## src/rtl/tsp_pkg.sv

```systemverilog
// Constants, state encoding and helpers shared by the TSP solver and the route player.
package tsp_pkg;

    localparam int N_CITIES = 6;
    localparam int CITY_W   = 3;
    localparam int ROUTE_W  = N_CITIES * CITY_W;

    typedef enum logic [2:0] {
        IDLE,
        CHECK,
        PLAY,
        GAP,
        ERROR
    } state_t;

    // Out-of-range city codes map to an all-zero mask.
    function automatic logic [N_CITIES-1:0] onehot_city(input logic [CITY_W-1:0] city);
        logic [N_CITIES-1:0] m;
        m = '0;
        for (int c = 0; c < N_CITIES; c++) begin
            if (city == CITY_W'(c)) begin
                m[c] = 1'b1;
            end
        end
        return m;
    endfunction

endpackage

```

## src/rtl/tsp_route_checker.sv

```systemverilog
// Purpose: decides whether a packed tour is a permutation of cities 0..N_CITIES-1.
// Latency: purely combinational. Backpressure: none, no handshake.
import tsp_pkg::*;

module tsp_route_checker (
    input  logic [ROUTE_W-1:0]  route,
    output logic                valid,
    output logic [N_CITIES-1:0] seen
);

    logic in_range;
    logic distinct;

    always_comb begin
        seen     = '0;
        in_range = 1'b1;
        distinct = 1'b1;
        for (int i = 0; i < N_CITIES; i++) begin
            if (route[i*CITY_W +: CITY_W] >= CITY_W'(N_CITIES)) begin
                in_range = 1'b0;
            end
            seen = seen | onehot_city(route[i*CITY_W +: CITY_W]);
            for (int j = 0; j < i; j++) begin
                if (route[i*CITY_W +: CITY_W] == route[j*CITY_W +: CITY_W]) begin
                    distinct = 1'b0;
                end
            end
        end
        valid = in_range && distinct;
    end

endmodule

```

## src/rtl/tsp_route_player.sv

```systemverilog
// Purpose: accepts a 6-city tour, validates it, then replays it on the LEDs in a loop (blinks all on error).
// Latency: transfer at edge T, one CHECK cycle, first city LED visible after edge T+2.
// Backpressure: route_ready only in IDLE/ERROR and forced low while stop is high.
import tsp_pkg::*;

module tsp_route_player #(
    parameter int DWELL_CYCLES   = 13_500_000,
    parameter int GAP_CYCLES     = 2_700_000,
    parameter bit LED_ACTIVE_LOW = 1'b1
) (
    input  logic                sys_clk,
    input  logic                sys_rst_n,
    input  logic                route_valid,
    output logic                route_ready,
    input  logic [ROUTE_W-1:0]  route_data,
    input  logic                stop,
    output logic [N_CITIES-1:0] led,
    output logic                busy,
    output logic                err,
    output logic                lap_done
);

    localparam int CNT_MAX = (DWELL_CYCLES > GAP_CYCLES) ? DWELL_CYCLES : GAP_CYCLES;
    localparam int CNT_W   = $clog2(CNT_MAX + 1);
    localparam logic [CNT_W-1:0] DWELL_LAST = CNT_W'(DWELL_CYCLES - 1);
    localparam logic [CNT_W-1:0] GAP_LAST   = CNT_W'((GAP_CYCLES > 0) ? GAP_CYCLES - 1 : 0);
    localparam logic [N_CITIES-1:0] LED_OFF = {N_CITIES{LED_ACTIVE_LOW}};
    localparam logic [N_CITIES-1:0] LED_ON  = ~LED_OFF;

    state_t               state, state_n;
    logic [CITY_W-1:0]    idx, idx_n;
    logic [CNT_W-1:0]     cnt, cnt_n;
    logic                 blink_on, blink_on_n;
    logic                 lap_n;
    logic                 adv;
    logic                 take;
    logic                 ready_q;
    logic [ROUTE_W-1:0]   route_q;
    logic [N_CITIES-1:0]  led_n;
    logic [N_CITIES-1:0]  led_city;
    logic                 chk_valid;
    logic [N_CITIES-1:0]  chk_seen;
    logic                 route_ok;

    tsp_route_checker u_checker (
        .route (route_q),
        .valid (chk_valid),
        .seen  (chk_seen)
    );

    assign route_ok    = chk_valid && (&chk_seen);
    assign route_ready = ready_q && !stop;
    assign take        = route_valid && route_ready;
    assign led_city    = onehot_city(route_q[idx*CITY_W +: CITY_W]) ^ LED_OFF;

    always_ff @(posedge sys_clk or negedge sys_rst_n) begin
        if (!sys_rst_n) begin
            state <= IDLE;
        end else begin
            state <= state_n;
        end
    end

    always_comb begin
        state_n    = state;
        idx_n      = idx;
        cnt_n      = cnt;
        blink_on_n = blink_on;
        lap_n      = 1'b0;
        adv        = 1'b0;
        if (stop) begin
            state_n    = IDLE;
            idx_n      = '0;
            cnt_n      = '0;
            blink_on_n = 1'b0;
        end else begin
            case (state)
                IDLE: begin
                    if (take) begin
                        state_n = CHECK;
                        cnt_n   = '0;
                    end
                end
                CHECK: begin
                    cnt_n = '0;
                    idx_n = '0;
                    if (route_ok) begin
                        state_n = PLAY;
                    end else begin
                        state_n    = ERROR;
                        blink_on_n = 1'b1;
                    end
                end
                PLAY: begin
                    if (cnt == DWELL_LAST) begin
                        cnt_n = '0;
                        if (GAP_CYCLES > 0) begin
                            state_n = GAP;
                        end else begin
                            adv = 1'b1;
                        end
                    end else begin
                        cnt_n = cnt + 1'b1;
                    end
                end
                GAP: begin
                    if (cnt == GAP_LAST) begin
                        cnt_n   = '0;
                        state_n = PLAY;
                        adv     = 1'b1;
                    end else begin
                        cnt_n = cnt + 1'b1;
                    end
                end
                ERROR: begin
                    if (take) begin
                        state_n    = CHECK;
                        cnt_n      = '0;
                        blink_on_n = 1'b0;
                    end else if (cnt == DWELL_LAST) begin
                        cnt_n      = '0;
                        blink_on_n = !blink_on;
                    end else begin
                        cnt_n = cnt + 1'b1;
                    end
                end
                default: begin
                    state_n = IDLE;
                    cnt_n   = '0;
                end
            endcase
            if (adv) begin
                if (idx == CITY_W'(N_CITIES - 1)) begin
                    idx_n = '0;
                    lap_n = 1'b1;
                end else begin
                    idx_n = idx + 1'b1;
                end
            end
        end

        // The city image lags the state by one cycle so each city shows for a full dwell.
        led_n = LED_OFF;
        if (state_n == ERROR) begin
            led_n = blink_on_n ? LED_ON : LED_OFF;
        end else if (state_n != IDLE && state == PLAY) begin
            led_n = led_city;
        end
    end

    always_ff @(posedge sys_clk or negedge sys_rst_n) begin
        if (!sys_rst_n) begin
            idx      <= '0;
            cnt      <= '0;
            blink_on <= 1'b0;
            route_q  <= '0;
            ready_q  <= 1'b1;
            led      <= LED_OFF;
            busy     <= 1'b0;
            err      <= 1'b0;
            lap_done <= 1'b0;
        end else begin
            idx      <= idx_n;
            cnt      <= cnt_n;
            blink_on <= blink_on_n;
            if (take) begin
                route_q <= route_data;
            end
            ready_q  <= (state_n == IDLE) || (state_n == ERROR);
            led      <= led_n;
            busy     <= (state_n == CHECK) || (state_n == PLAY) || (state_n == GAP);
            err      <= (state_n == ERROR);
            lap_done <= lap_n;
        end
    end

endmodule

```

## config.mk

```make
export PLATFORM = sky130hd
export DESIGN_NAME = tsp_route_player
export DESIGN_NICKNAME = d
export VERILOG_FILES = /design/src/rtl/tsp_pkg.sv /design/src/rtl/tsp_route_checker.sv /design/src/rtl/tsp_route_player.sv
export SDC_FILE = /design/constraint.sdc
export NUM_CORES = 1
export LEC_CHECK = 0
export ABC_AREA = 1
export BUFFER_PORTS_ARGS = -buffer_cell sky130_fd_sc_hd__buf_4
export CAP_MARGIN = 20
export CORE_UTILIZATION = 55
export DETAILED_ROUTE_END_ITERATION = 7
export PLACE_DENSITY = 0.74
export REMOVE_ABC_BUFFERS = 1
export SYNTH_ARGS = -nofsm -noshare
export SYNTH_HDL_FRONTEND = slang
export SYNTH_SLANG_ARGS = --single-unit
export TNS_END_PERCENT = 10
```

## constraint.sdc

```tcl
create_clock -name sys_clk -period 3.22 [get_ports sys_clk]
set_clock_uncertainty 0.2 [all_clocks]
set_input_delay 0.322 -clock sys_clk [delete_from_list [all_inputs] [get_ports sys_clk]]
set_output_delay 0.322 -clock sys_clk [all_outputs]
set_load 0.02 [all_outputs]
```

### Yosys cells after proc, flatten, opt, wreduce, memory -nomap -nowiden

Cells that the tools add are included.

| storage, ports and cells | value |
|---|---|
| flip-flop bits (word level) | 59 |
| latch bits | 0 |
| bits in writable memories | 0 |
| ROM bits | 0 |
| input bits | 22 |
| output and inout bits | 10 |
| logic and storage cells | 204 |
| memories | 0 |

| operators by class | value |
|---|---|
| add/subtract/negate cells | 2 |
| multipliers | 1 |
| div/mod/pow operators | 0 |
| order comparisons | 6 |
| equality and inequality tests | 62 |
| shift-type cells | 1 |
| mux-type cells | 93 |
| bitwise operators | 6 |
| reduce and logical (&&, ||, !) cells | 23 |

Operators with widths:

| cell | number |
|---|---|
| $mux 24 | 5 |
| $pmux 24 s4 | 1 |
| $mux 1 | 73 |
| $eq 3x2->1 const B | 18 |
| $eq 3x3->1 const B | 17 |
| $eq 3x3->1 | 15 |
| $or 6x6->6 | 5 |
| $eq 3x1->1 const B | 9 |
| $logic_not 3->1 | 9 |
| $mux 3 | 9 |
| $add 24x1->24 const B | 1 |
| $eq 24x22->1 const B | 1 |
| $eq 24x24->1 const B | 1 |
| $ge 3x3->1 const B | 6 |
| $mux 6 | 3 |
| $shiftx 18x6->3 | 1 |
| $pmux 3 s4 | 1 |
| $not 6->6 | 1 |
| $reduce_and 6->1 | 1 |
| $reduce_bool 3->1 | 2 |
| $logic_and 1x1->1 | 5 |
| $mul 3x2->5 const B | 1 |
| $add 3x1->3 const B | 1 |
| $logic_or 1x1->1 | 3 |
| 4 further kinds | 5 |

### Longest topological paths before layout

Gate-level depths: netlist of the first run.

| depth | value |
|---|---|
| depth in word-level cells | 25 |
| gate-level depth with buffers | 19 |
| depth with buffers taken out | 18 |

### Modules after synthesis

A second synthesis of the first run with hierarchy kept.

| unflattened totals | value |
|---|---|
| cells, all modules | 650 |
| area, all modules | 4340.4 µm² |

By module, submodules not included:

| module | instances | cells an instance | area an instance (µm²) | seq. area each (µm²) |
|---|---|---|---|---|
| tsp_route_player | 1 | 437 | 3234.4 | 1485.2 |
| tsp_route_checker | 1 | 213 | 1106.1 | 0.0 |

### Worst setup path after synthesis of the first run

Ideal clock, no wire load.

| path | value |
|---|---|
| path kind | flip-flop to flip-flop |
| from | register cnt[0] |
| to | register cnt[13] |
| data arrival time | 1638 ps |
| slack | 1265 ps |
| cell stages (with the launch flop) | 15 |
| path buffers | 0 |
| period minus slack after synthesis | 1955 ps |
| path through | dfrtp_1 > ha_1 > nand2_1 > inv_1 > nand2_1 > nor3_2 > nand3_1 > o21ai_1 > nand2_1 > nand2_2 > nand2_4 > o21ai_2 > nand2_1 > a21oi_1 > nor2_1 |

| on the way | value |
|---|---|
| longest elaborated chain between the ends | 5 |
| elaborated cells between the ends (all ways) | 8 |
| classes of those cells | 1 x add/sub; 2 x eq/ne; 5 x mux |

RTL lines:

| item | line | text |
|---|---|---|
| from (decl) | tsp_route_player.sv:32 | `logic [CNT_W-1:0] cnt, cnt_n;` |
| from (signal assigned) | tsp_route_player.sv:164 | `cnt <= cnt_n;` |
| $add 24x1->24 or $eq 24x24->1 (tied branches) | n/a |  |
| $mux 24 | tsp_route_player.sv:95, tsp_route_player.sv:120 |  |
| $mux 24 | tsp_route_player.sv:116 | `if (take) begin` |
| $pmux 24 s4 (*) | tsp_route_player.sv:77 | `case (state)` |
| $mux 24 (*) | tsp_route_player.sv:71 | `if (stop) begin` |

Mark *: on every way between the ends. The rest lies on a longest branch, timed or not.
A chain may end at the register's enable or synchronous reset.

### Worst setup path after layout of the first run

| path | value |
|---|---|
| from | register route_q[14] |
| to | register led[1] |

| on the way | value |
|---|---|
| longest elaborated chain between the ends | 19 |
| elaborated cells between the ends (all ways) | 50 |
| classes of those cells | 1 x order compare; 12 x eq/ne; 1 x shift; 27 x mux; 3 x bitwise; 6 x reduce/logical |

RTL lines:

| item | line | text |
|---|---|---|
| from (decl) | tsp_route_player.sv:38 | `logic [ROUTE_W-1:0] route_q;` |
| from (signal assigned) | tsp_route_player.sv:167 | `route_q <= route_data;` |
| $eq 3x3->1 | tsp_route_checker.sv:24 | `if (route[i*CITY_W +: CITY_W] == route[j*CITY_W +: CITY_W]) begin` |
| $mux 1 (9 in series) | tsp_route_checker.sv:24 |  |
| $logic_and 1x1->1 | tsp_route_checker.sv:29 | `valid = in_range && distinct;` |
| $logic_and 1x1->1 | tsp_route_player.sv:51 | `assign route_ok = chk_valid && (&chk_seen);` |
| $mux 3 | tsp_route_player.sv:87 | `if (route_ok) begin` |
| $pmux 3 s4 | tsp_route_player.sv:77 |  |
| $mux 3 | tsp_route_player.sv:71 |  |
| $reduce_bool 3->1 | tsp_route_player.sv:146 | `end else if (state_n != IDLE && state == PLAY) begin` |
| $logic_and 1x1->1 | tsp_route_player.sv:146 |  |
| $mux 6 | tsp_route_player.sv:146 |  |
| $mux 6 (*) | tsp_route_player.sv:144 | `if (state_n == ERROR) begin` |
| via led_n[1] | tsp_route_player.sv:39 | `logic [N_CITIES-1:0] led_n;` |
| to (signal assigned) | tsp_route_player.sv:170 | `led <= led_n;` |
| to (decl) | tsp_route_player.sv:17 | `output logic [N_CITIES-1:0] led,` |

The timed path passes the listed nets; every way through them passes the cells marked *.

==> metrics.md, run 1 <==
| Metric | Value |
|---|---|
| GR peak layer | met2 |
| Worst path most repeated cell | nand2_1 |
| Cell depth of the worst setup path | 16 |
| WP data arrival | 2.50 ns |
| Critical R2R Launch | route_q[14] |
| Min-delay src | route_data[7] |
| RSZ-0062 raised after global routing | false |
| Synthesized cell area | 4050 um^2 |
| Final RePlAce weighted congestion | 0.9812 |
| Worst vdd ir | 0.2925 mV |
| Max-cap violations | 0 |
| R2R setup slack | 0.80 ns |
| Clock Sinks | 59 |
| Setup TNS | 0 ns |
| Final setup violation count | 0 |
| Cell family with most CP delay | simple AND/OR/NAND/NOR gates |
| CTS tree | done |
| Clock latency on the worst-skew pair | 0.34 ns |
| CTS Buffer Depth | 2 |
| CP max stage delay | 0.60 ns |
| Dominant synthesized flop cell | dfrtp_1 |
| Cell taking the most area after synthesis | dfrtp_1 |
| GR Util met2 | 0.4426 |
| Post-DRT Antenna Nets | 0 |
| First-pass GRT wire length | 17260 um |
| Seq pwr share | 0.399 |
| Ranking of synthesized cells by area | dfrtp_1 32%, nand2_1 14%, nand3_1 7.0% |
| Die area | 7711 um^2 |
| Crit-path cells | inv_4 -> nand2_1 -> nor2_1 -> nor2_1 -> nand3_1 -> nand2_1 -> inv_1 -> nand2_1 -> nor2_1 -> nand2_2 -> nand2_1 -> a21oi_4 -> nand2_2 -> nand3_1 -> nand2_1 -> nand2_1 |
| Post-synth ARST share | 1.000 |
| DP Worst Slack | 0.8967 ns |
| Clock slew at reported path FFs | 0.07 ns |
| Final core occ | 0.6679 |
| Most frequent cells in the layout | 156 x nand2_1, 57 x nand3_1, 57 x nor2_1, 53 x inv_1, 52 x dfrtp_1 |
| R2r endpoint | led[1] |
| Area growth, synth to finish | 14.52% |
| Clock group share of total power | 0.375 |
| Filler Cells Inserted | 632 |
| Slew HR | 0.4910 |
| Worst Path Required | 3.30 ns |
| Hold_ws | 0.002799 ns |
| Vias | 3938 |
| Startpoint types | flop |
| Commonest non-fill, non-tap cell in the layout | nand2_1 |
| Seq cells post-synth | 59 |
| Hold Violations, Final | 0 |
| EDFF count, synth | 0 |
| Crit path to | led[1] |
| GRT met1 Usage | 0.4167 |
| Ratio of cells with drive above 1 in the final layout | 0.1578 |
| Gr usage total | 0.2926 |
| Min-delay worst type | in2reg |
| Fin crit share | 0.7517 |
| Die Y | 87.82 um |
| Netlist cell types | 45 |
| Critical Path Source | route_q[14] |
| P_sw | 0.7328 mW |
| Pre-Repair DR Iteration Count | 5 |
| P_leak | 2.192 nW |
| Number of antenna violations at the first check in global routing | 0 |
| Final wirelength | 10290 um |
| Drt wl/cell | 14.35 um |
| Total CTS buffers | 9 |
| Switching fraction of total power | 0.3237 |
| Post-Synthesis Cells | 582 |
| Pin count of the biggest net entering global routing | 60 |
| Count of cells resized by post-cts repair | 0 |
| Worst Path Buf+Inv | 2 |
| Synth top area share | 0.3213 |
| Vias in the first global route | 3677 |
| Critical path's slowest cell | dfrtp_1 |
| Starting Density | 0.5832 |
| PwrDens | 488.1 nW/um^2 |
| Die width | 87.82 um |
| Synth Area per Inst | 6.959 um^2 |
| IO Pins | 32 |
| Vias per inst | 5.492 |
| Min cycle time layout | 2.420 ns |
| Clk root buf | clkbuf_8 |
| IO buf count | 31 |
| Nets | 639 |
| Kind of critical path | reg2reg |
| Slew of the pin with the lowest slew margin | 0.7635 ns |
| Fin. max-slew vios | 0 |
| CORE AREA | 6944 um^2 |
| Max FO, Critical Path | 8 |
| Met3 Use GR | 0.05561 |
| Global route total overflow | 0 |
| Row count | 30 |
| R2R cell count | 16 |
| Register area share after synthesis | 0.3667 |
| ANT cells | 0 |
| Final worst setup slack | 0.7996 ns |
| Combinational share of power | 0.226 |
| Internal power | 1.531 mW |
| Run status | finished, final reports clean |
| Htree depth | 3 |
| Hpwl dp | 7304 um |
| Crit. End Element | flop |
| Peak Freq | 0.4132 GHz |
| Residual DRC | 0 |
| Initial DRC count | 387 |
| Yosys warning total | 0 |
| Power Total | 2.264 mW |
[per-layer routing]
metal  share of wire  wire length [um]
met5               0                 0
met4           0.014               146
met1            0.47              4841
met2            0.43              4475
met3           0.080               827
[synth_stat cells, types with 2 or more instances]
master,instances
nand3_1,57
o21ai_1,2
xnor2_1,23
inv_2,22
nor2_2,3
dfrtp_1,52
nor2_1,57
nor3_1,11
a211oi_1,3
o211ai_1,4
buf_6,4
xor2_1,3
buf_4,12
dfstp_2,7
a31oi_1,3
nand2_2,5
nor4_1,4
o21ai_0,37
a21oi_1,19
o221ai_1,3
nand2_4,3
buf_2,3
inv_1,53
clkbuf_1,4
nand2_1,156
o21a_1,3
nand4_1,10
and3_1,2
[power groups by stage]
stage / Sequential, mW / Combinational, mW / Clock (mW)
5_1_grt: 0.910 / 0.578 / 0.897
3_5_place_dp: 0.911 / 0.488 / 0
2_1_floorplan: 0.882 / 0.353 / 0
4_1_cts: 0.897 / 0.506 / 0.866
3_3_place_gp: 0.911 / 0.486 / 0
6_report: 0.903 / 0.511 / 0.850
[worst min-delay path, cell delays in order]
cell	delay (ns)
buf_4	0.08
nand2_1	0.04
o21ai_0	0.07
[layout make-up]
| type | instances | area (um^2) | area share |
|---|---|---|---|
| multi-input combinational | 423 | 2108 | 0.4545 |
| sequential | 59 | 1485 | 0.3202 |
| timing repair buffer | 47 | 387.9 | 0.08363 |
| inverter | 76 | 287.8 | 0.06204 |
| clock buffer | 10 | 137.6 | 0.02967 |
| tap | 96 | 120.1 | 0.02590 |
| clock inverter | 6 | 111.4 | 0.02401 |
[cells by family after synthesis]
| logic type | after synthesis | synth area share |
|---|---|---|
| AND/OR/NAND/NOR | 316 | 0.3445 |
| buffers and inverters | 100 | 0.1128 |
| AO/OA/AOI/OAI | 80 | 0.1168 |
| flip-flops | 59 | 0.3667 |
| XOR/XNOR | 26 | 0.05623 |
| adder cells (fa/ha/maj) | 1 | 0.003089 |
[state kept, by name, indices dropped and copies added (netlist names)]
register  count
led           6
busy          1
ready_q       1
idx           3
route_q      18
cnt          24
err           1
lap_done      1
blink_on      1
state         3
[through the flow]
stage / std cells / cell area (um^2)
2_1_floorplan: 558 / 3881
3_3_place_gp: 687 / 4249
3_5_place_dp: 687 / 4249
4_1_cts: 717 / 4638
5_1_grt: 717 / 4638
6_report: 717 / 4638
[repair_timing]
action	CTS	global route
endpoints found under the hold margin	65	0
buffers inserted	0	0
hold buffers	14	0
[worst min-delay path by stage]
| stage | cells past startpoint | endpoint | slack (ns) |
|---|---|---|---|
| 5_1_grt | 3 | route_q[9] | 0.01 |
| 3_5_place_dp | 1 | route_q[1] | 0.25 |
| 6_report | 3 | route_q[7] | 0.003 |
| 2_1_floorplan | 0 | blink_on | -0.17 |
| 4_1_cts | 3 | route_q[7] | 0.006 |
| 3_3_place_gp | 1 | route_q[2] | 0.24 |
No activity file was read; power rests on OpenSTA's default activity.
==> inputs of run 2 (changes only) <==
==> constraint.sdc (replaced) <==
create_clock -name sys_clk -period 2.24 [get_ports sys_clk]
set_clock_uncertainty 0.2 [all_clocks]
set_input_delay 0.224 -clock sys_clk [delete_from_list [all_inputs] [get_ports sys_clk]]
set_output_delay 0.224 -clock sys_clk [all_outputs]
set_load 0.02 [all_outputs]
==> run 2 against run 1 <==
Clock power increased by 9.3%; first-iteration DRC count up 16%; critical path depth decreased by 1; core utilization up 4.9 points; maximum frequency increased by 8.2%; flip-flop and latch count unchanged; largest cell class unchanged; largest power group unchanged.
==> metrics.md, run 2 (synthesized netlist as in run 1, its figures left out) <==
| Metric | Value |
|---|---|
| Run status | finished, final reports clean |
| Reg with most FFs | cnt |
| Die area | 7711 um^2 |
| Clock group share of total power | 0.303 |
| Max-cap violations | 0 |
| Commonest non-fill, non-tap cell in the layout | nand2_1 |
| ANT cells | 0 |
| Fin. max-slew vios | 0 |
| Worst vdd ir | 0.5339 mV |
| Most frequent cells in the layout | 145 x nand2_1, 58 x buf_4, 54 x nor2_1, 52 x nand3_1, 51 x inv_1 |
| Largest register FFs | 24 |
| Internal power | 1.963 mW |
| Global route total overflow | 0 |
| Row count | 30 |
| Critical Path Source | cnt[1] |
| Clock slew at reported path FFs | 0.07 ns |
| CORE AREA | 6944 um^2 |
| WP data arrival | 2.35 ns |
| Min cycle time layout | 2.237 ns |
| Total CTS buffers | 9 |
| Pre-Repair DR Iteration Count | 5 |
| Die width | 87.82 um |
| Vias | 4132 |
| Drt wl/cell | 14.82 um |
| Post-DRT Antenna Nets | 0 |
| Ratio of cells with drive above 1 in the final layout | 0.2454 |
| Kind of critical path | reg2reg |
| Min-delay worst type | in2reg |
| Area growth, synth to finish | 22.89% |
| Fin crit share | 0.9987 |
| Peak Freq | 0.4470 GHz |
| R2R setup slack | 0.003 ns |
| Gr usage total | 0.3021 |
| P_sw | 1.101 mW |
| P_leak | 2.359 nW |
| Power Total | 3.064 mW |
| Filler Cells Inserted | 580 |
| Final core occ | 0.7168 |
| Crit. End Element | flop |
| PwrDens | 615.5 nW/um^2 |
| CTS Buffer Depth | 2 |
| Final worst setup slack | 0.002997 ns |
| Final setup violation count | 0 |
| Slew HR | 0.4985 |
| Critical R2R Launch | cnt[1] |
| Vias in the first global route | 3673 |
| Initial DRC count | 449 |
| First-pass GRT wire length | 17730 um |
| Top Registers | cnt: 24 flops, route_q: 18 flops, led: 6 flops |
| Clock Sinks | 59 |
| IO Pins | 32 |
| Hpwl dp | 7542 um |
| Nets | 670 |
| Seq pwr share | 0.410 |
| IO buf count | 31 |
| Combinational share of power | 0.287 |
| Startpoint types | flop |
| Hold Violations, Final | 0 |
| Worst Path Required | 2.35 ns |
| Clock latency on the worst-skew pair | 0.36 ns |
| Residual DRC | 0 |
| Final wirelength | 11080 um |
| Final RePlAce weighted congestion | 1.008 |
| Htree depth | 3 |
| Setup TNS | 0 ns |
| Clk root buf | clkbuf_8 |
| Switching fraction of total power | 0.3593 |
| Die Y | 87.82 um |
| CTS tree | done |
| Max FO, Critical Path | 7 |
| Min-delay src | stop |
| Vias per inst | 5.524 |
| Starting Density | 0.5832 |
| DP Worst Slack | 0.01973 ns |
| Slew of the pin with the lowest slew margin | 0.7523 ns |
| Number of antenna violations at the first check in global routing | 0 |
| Pin count of the biggest net entering global routing | 60 |
| RSZ-0062 raised after global routing | true |
==> run 2: layout make-up <==
cell class	count	area, um^2	area share
clock buffer	12	155.1	0.03117
tap	96	120.1	0.02413
sequential	59	1499	0.3012
multi-input combinational	423	2240	0.4500
timing repair buffer	78	645.6	0.1297
inverter	76	292.8	0.05882
clock inverter	4	25.02	0.005028
==> run 2: path summary, 6_finish.rpt <==
check / depth (start not counted) / end
worst max register to register: 15 / led[4]
min in group asynchronous: 2 / route_q[3]
worst min register to register: 1 / cnt[14]
worst max-delay path: 15 / led[4]
worst min-delay path: 4 / idx[0]
max in group asynchronous: 2 / route_q[9]
==> run 2: per-layer routing <==
metal  wire length, um  track usage
met5                 0            0
met1              4970       0.4389
met3              1002      0.08200
met2              4977       0.4376
met4               134      0.09091
==> run 2: critical path, stage by stage (launching register included) <==
cell	delay [ns]
dfrtp_1	0.39
ha_2	0.20
nand2_1	0.06
inv_2	0.09
nand2_4	0.06
nor3_4	0.24
nand3_2	0.13
nand2_2	0.10
nand3_2	0.08
nand2_2	0.07
inv_2	0.04
a21oi_4	0.19
nand2_4	0.11
inv_4	0.09
nand2_8	0.07
nand2_2	0.06
==> run 2: through the flow <==
stage / cell area, um^2 / hold WS, ns / cells
4_1_cts: 4776 / 0.004201 / 741
2_1_floorplan: 3881 / -0.2716 / 558
3_3_place_gp: 4404 / 0.1374 / 706
3_5_place_dp: 4404 / 0.1425 / 706
6_report: 4977 / 0.04985 / 748
5_1_grt: 4977 / 0.07824 / 748
==> run 2: power groups by stage <==
stage	clock [mW]	combinational [mW]	sequential, mW
after detailed placement	0	0.799	1.27
after global placement	0	0.792	1.26
after CTS	0.937	0.832	1.25
final	0.929	0.879	1.26
after floorplan	0	0.507	1.27
after global routing	0.975	0.967	1.27
==> run 2: repair_timing <==
| action | 4_1_cts | 5_1_grt |
|---|---|---|
| endpoints found under the hold margin | 70 | 0 |
| setup buffers | 0 | 7 |
| endpoints found under the setup margin | 1 | 32 |
| hold buffers | 19 | 0 |
| resized for setup | 1 | 47 |
| pin swaps | 0 | 14 |
==> inputs of run 3 (changes only) <==
--- a/config.mk
+++ b/config.mk
@@ -10,6 +10,7 @@
 export CAP_MARGIN = 20
 export CORE_UTILIZATION = 55
 export DETAILED_ROUTE_END_ITERATION = 7
+export HOLD_SLACK_MARGIN = 0.12
 export PLACE_DENSITY = 0.74
 export REMOVE_ABC_BUFFERS = 1
 export SYNTH_ARGS = -nofsm -noshare
==> run 3 against run 2 <==
Clock power barely moved; sequential share of layout area shrank 0.18 points; core utilization up 0.43 points; routed wire length up 0.48%.
==> metrics.md, run 3 (synthesized netlist as in run 1, its figures left out) <==
| Metric | Value |
|---|---|
| Slew of the pin with the lowest slew margin | 0.7471 ns |
| Final wirelength | 11140 um |
| Commonest non-fill, non-tap cell in the layout | nand2_1 |
| Cell family with most CP delay | simple AND/OR/NAND/NOR gates |
| Hold Violations, Final | 0 |
| WP data arrival | 2.35 ns |
| R2R cell count | 15 |
| RSZ-0062 raised after global routing | true |
| Clock slew at reported path FFs | 0.07 ns |
| Hpwl dp | 7542 um |
| Startpoint types | flop |
| Ratio of cells with drive above 1 in the final layout | 0.2443 |
| Fin. max-slew vios | 0 |
| CTS Buffer Depth | 2 |
| Setup TNS | 0 ns |
| Critical Path Source | cnt[1] |
| First-pass GRT wire length | 17850 um |
| Nets | 673 |
| Critical R2R Launch | cnt[1] |
| Largest register FFs | 24 |
| Number of antenna violations at the first check in global routing | 0 |
| Total CTS buffers | 9 |
| Clock latency on the worst-skew pair | 0.36 ns |
| Vias in the first global route | 3702 |
| Final RePlAce weighted congestion | 1.008 |
| PwrDens | 613.2 nW/um^2 |
| Worst Path Buf+Inv | 3 |
| Pin count of the biggest net entering global routing | 60 |
| CP max stage delay | 0.38 ns |
| Drt wl/cell | 14.83 um |
| Area growth, synth to finish | 23.63% |
| IO buf count | 31 |
| IO Pins | 32 |
| Clock Sinks | 59 |
| Clk root buf | clkbuf_8 |
| R2R setup slack | 0.003 ns |
| Min-delay worst type | in2reg |
| Final core occ | 0.7211 |
| Worst vdd ir | 0.5300 mV |
| Final std cells w/o fill | 751 |
| Die area | 7711 um^2 |
| Run status | finished, final reports clean |
| Cell depth of the worst setup path | 15 |
| Pre-Repair DR Iteration Count | 5 |
| Post-DRT Antenna Nets | 0 |
| Reg with most FFs | cnt |
| Worst Path Required | 2.35 ns |
| Starting Density | 0.5832 |
| Row count | 30 |
| Vias per inst | 5.519 |
| Crit. End Element | flop |
| Fin crit share | 0.9985 |
| Max FO, Critical Path | 7 |
| Max-cap violations | 0 |
| Critical path's slowest cell | dfrtp_1 |
| Top Registers | cnt: 24 flops, route_q: 18 flops, led: 6 flops |
| Worst path most repeated cell | nand2_2 |
| Peak Freq | 0.4471 GHz |
| Htree depth | 3 |
| Vias | 4145 |
| Gr usage total | 0.3039 |
| Power Total | 3.071 mW |
| Slew HR | 0.5019 |
| Kind of critical path | reg2reg |
| R2r endpoint | led[4] |
| CTS tree | done |
| Initial DRC count | 438 |
| Placed cell count | 706 |
| Global route total overflow | 0 |
| Crit path to | led[4] |
| P_leak | 2.372 nW |
| Most frequent cells in the layout | 145 x nand2_1, 58 x buf_4, 54 x nor2_1, 52 x nand3_1, 51 x inv_1 |
| Final setup violation count | 0 |
| Residual DRC | 0 |
| ANT cells | 0 |
| CORE AREA | 6944 um^2 |
| Die width | 87.82 um |
| Crit-path cells | ha_2 -> nand2_1 -> inv_2 -> nand2_4 -> nor3_4 -> nand3_2 -> nand2_2 -> nand3_2 -> nand2_2 -> inv_2 -> a21oi_4 -> nand2_4 -> inv_4 -> nand2_8 -> nand2_2 |
| Min cycle time layout | 2.237 ns |
| Die Y | 87.82 um |
==> run 3: changes by cell type in the layout (fill, tap and decap cells not counted), sizes merged <==
cell / previous run / this run
dlygate4sd3: 19 / 22
==> run 3: worst min-delay path: cells and delay by family <==
family / cells / cell delay, ns
buffers and inverters: 2 / 0.26
AND/OR/NAND/NOR: 2 / 0.11
AO/OA/AOI/OAI: 1 / 0.07
==> run 3: power breakdown <==
group          total, mW  internal [mW]  switching, mW
clock network      0.929          0.458          0.471
registers           1.26           1.13          0.122
logic              0.885          0.374          0.511
total               3.07           1.97           1.10
==> run 3: layout make-up <==
type / instances / area [um^2]
clock buffers: 12 / 155.1
clock inverters: 4 / 25.02
fillers: 571 / 1937
inverters: 76 / 292.8
multi-input cells: 423 / 2240
flip-flops and latches: 59 / 1499
well taps: 96 / 120.1
repair buffers: 81 / 675.6
==> run 3: worst min-delay path by stage <==
stage / startpoint / to / cells past startpoint
final: stop / idx[0] / 5
after detailed placement: sys_rst_n / route_q[3] / 1
after CTS: stop / idx[0] / 5
after global placement: sys_rst_n / route_q[3] / 1
after global routing: stop / lap_done / 4
after floorplan: sys_rst_n / blink_on / 0
==> run 3: metal layers <==
layer  vias up  global-route usage  routed length [um]  share of wire
met5         -                   0                   0              0
met4         0             0.08644                 155          0.014
met3        21             0.08106                 956          0.086
met2       187              0.4440                5017           0.45
met1      1925              0.4413                5007           0.45
li1       2012                   -                   -              -
==> run 3: through the flow <==
step / worst slack, ns / hold WS (ns) / cell area (um^2)
6_report: 0.003435 / 0.1470 / 5007
5_1_grt: -0.2026 / 0.1744 / 5007
3_5_place_dp: 0.01973 / 0.1425 / 4404
2_1_floorplan: -0.4723 / -0.2716 / 3881
3_3_place_gp: 0.06659 / 0.1374 / 4404
4_1_cts: 0.0002602 / 0.1351 / 4806
==> run 3: repair_timing <==
action                                  CTS  global route
resized for setup                         1            47
pin swaps                                 0            14
hold buffers                             22             0
setup buffers                             0             7
endpoints found under the setup margin    1            32
hold endpoints to repair                 75             0
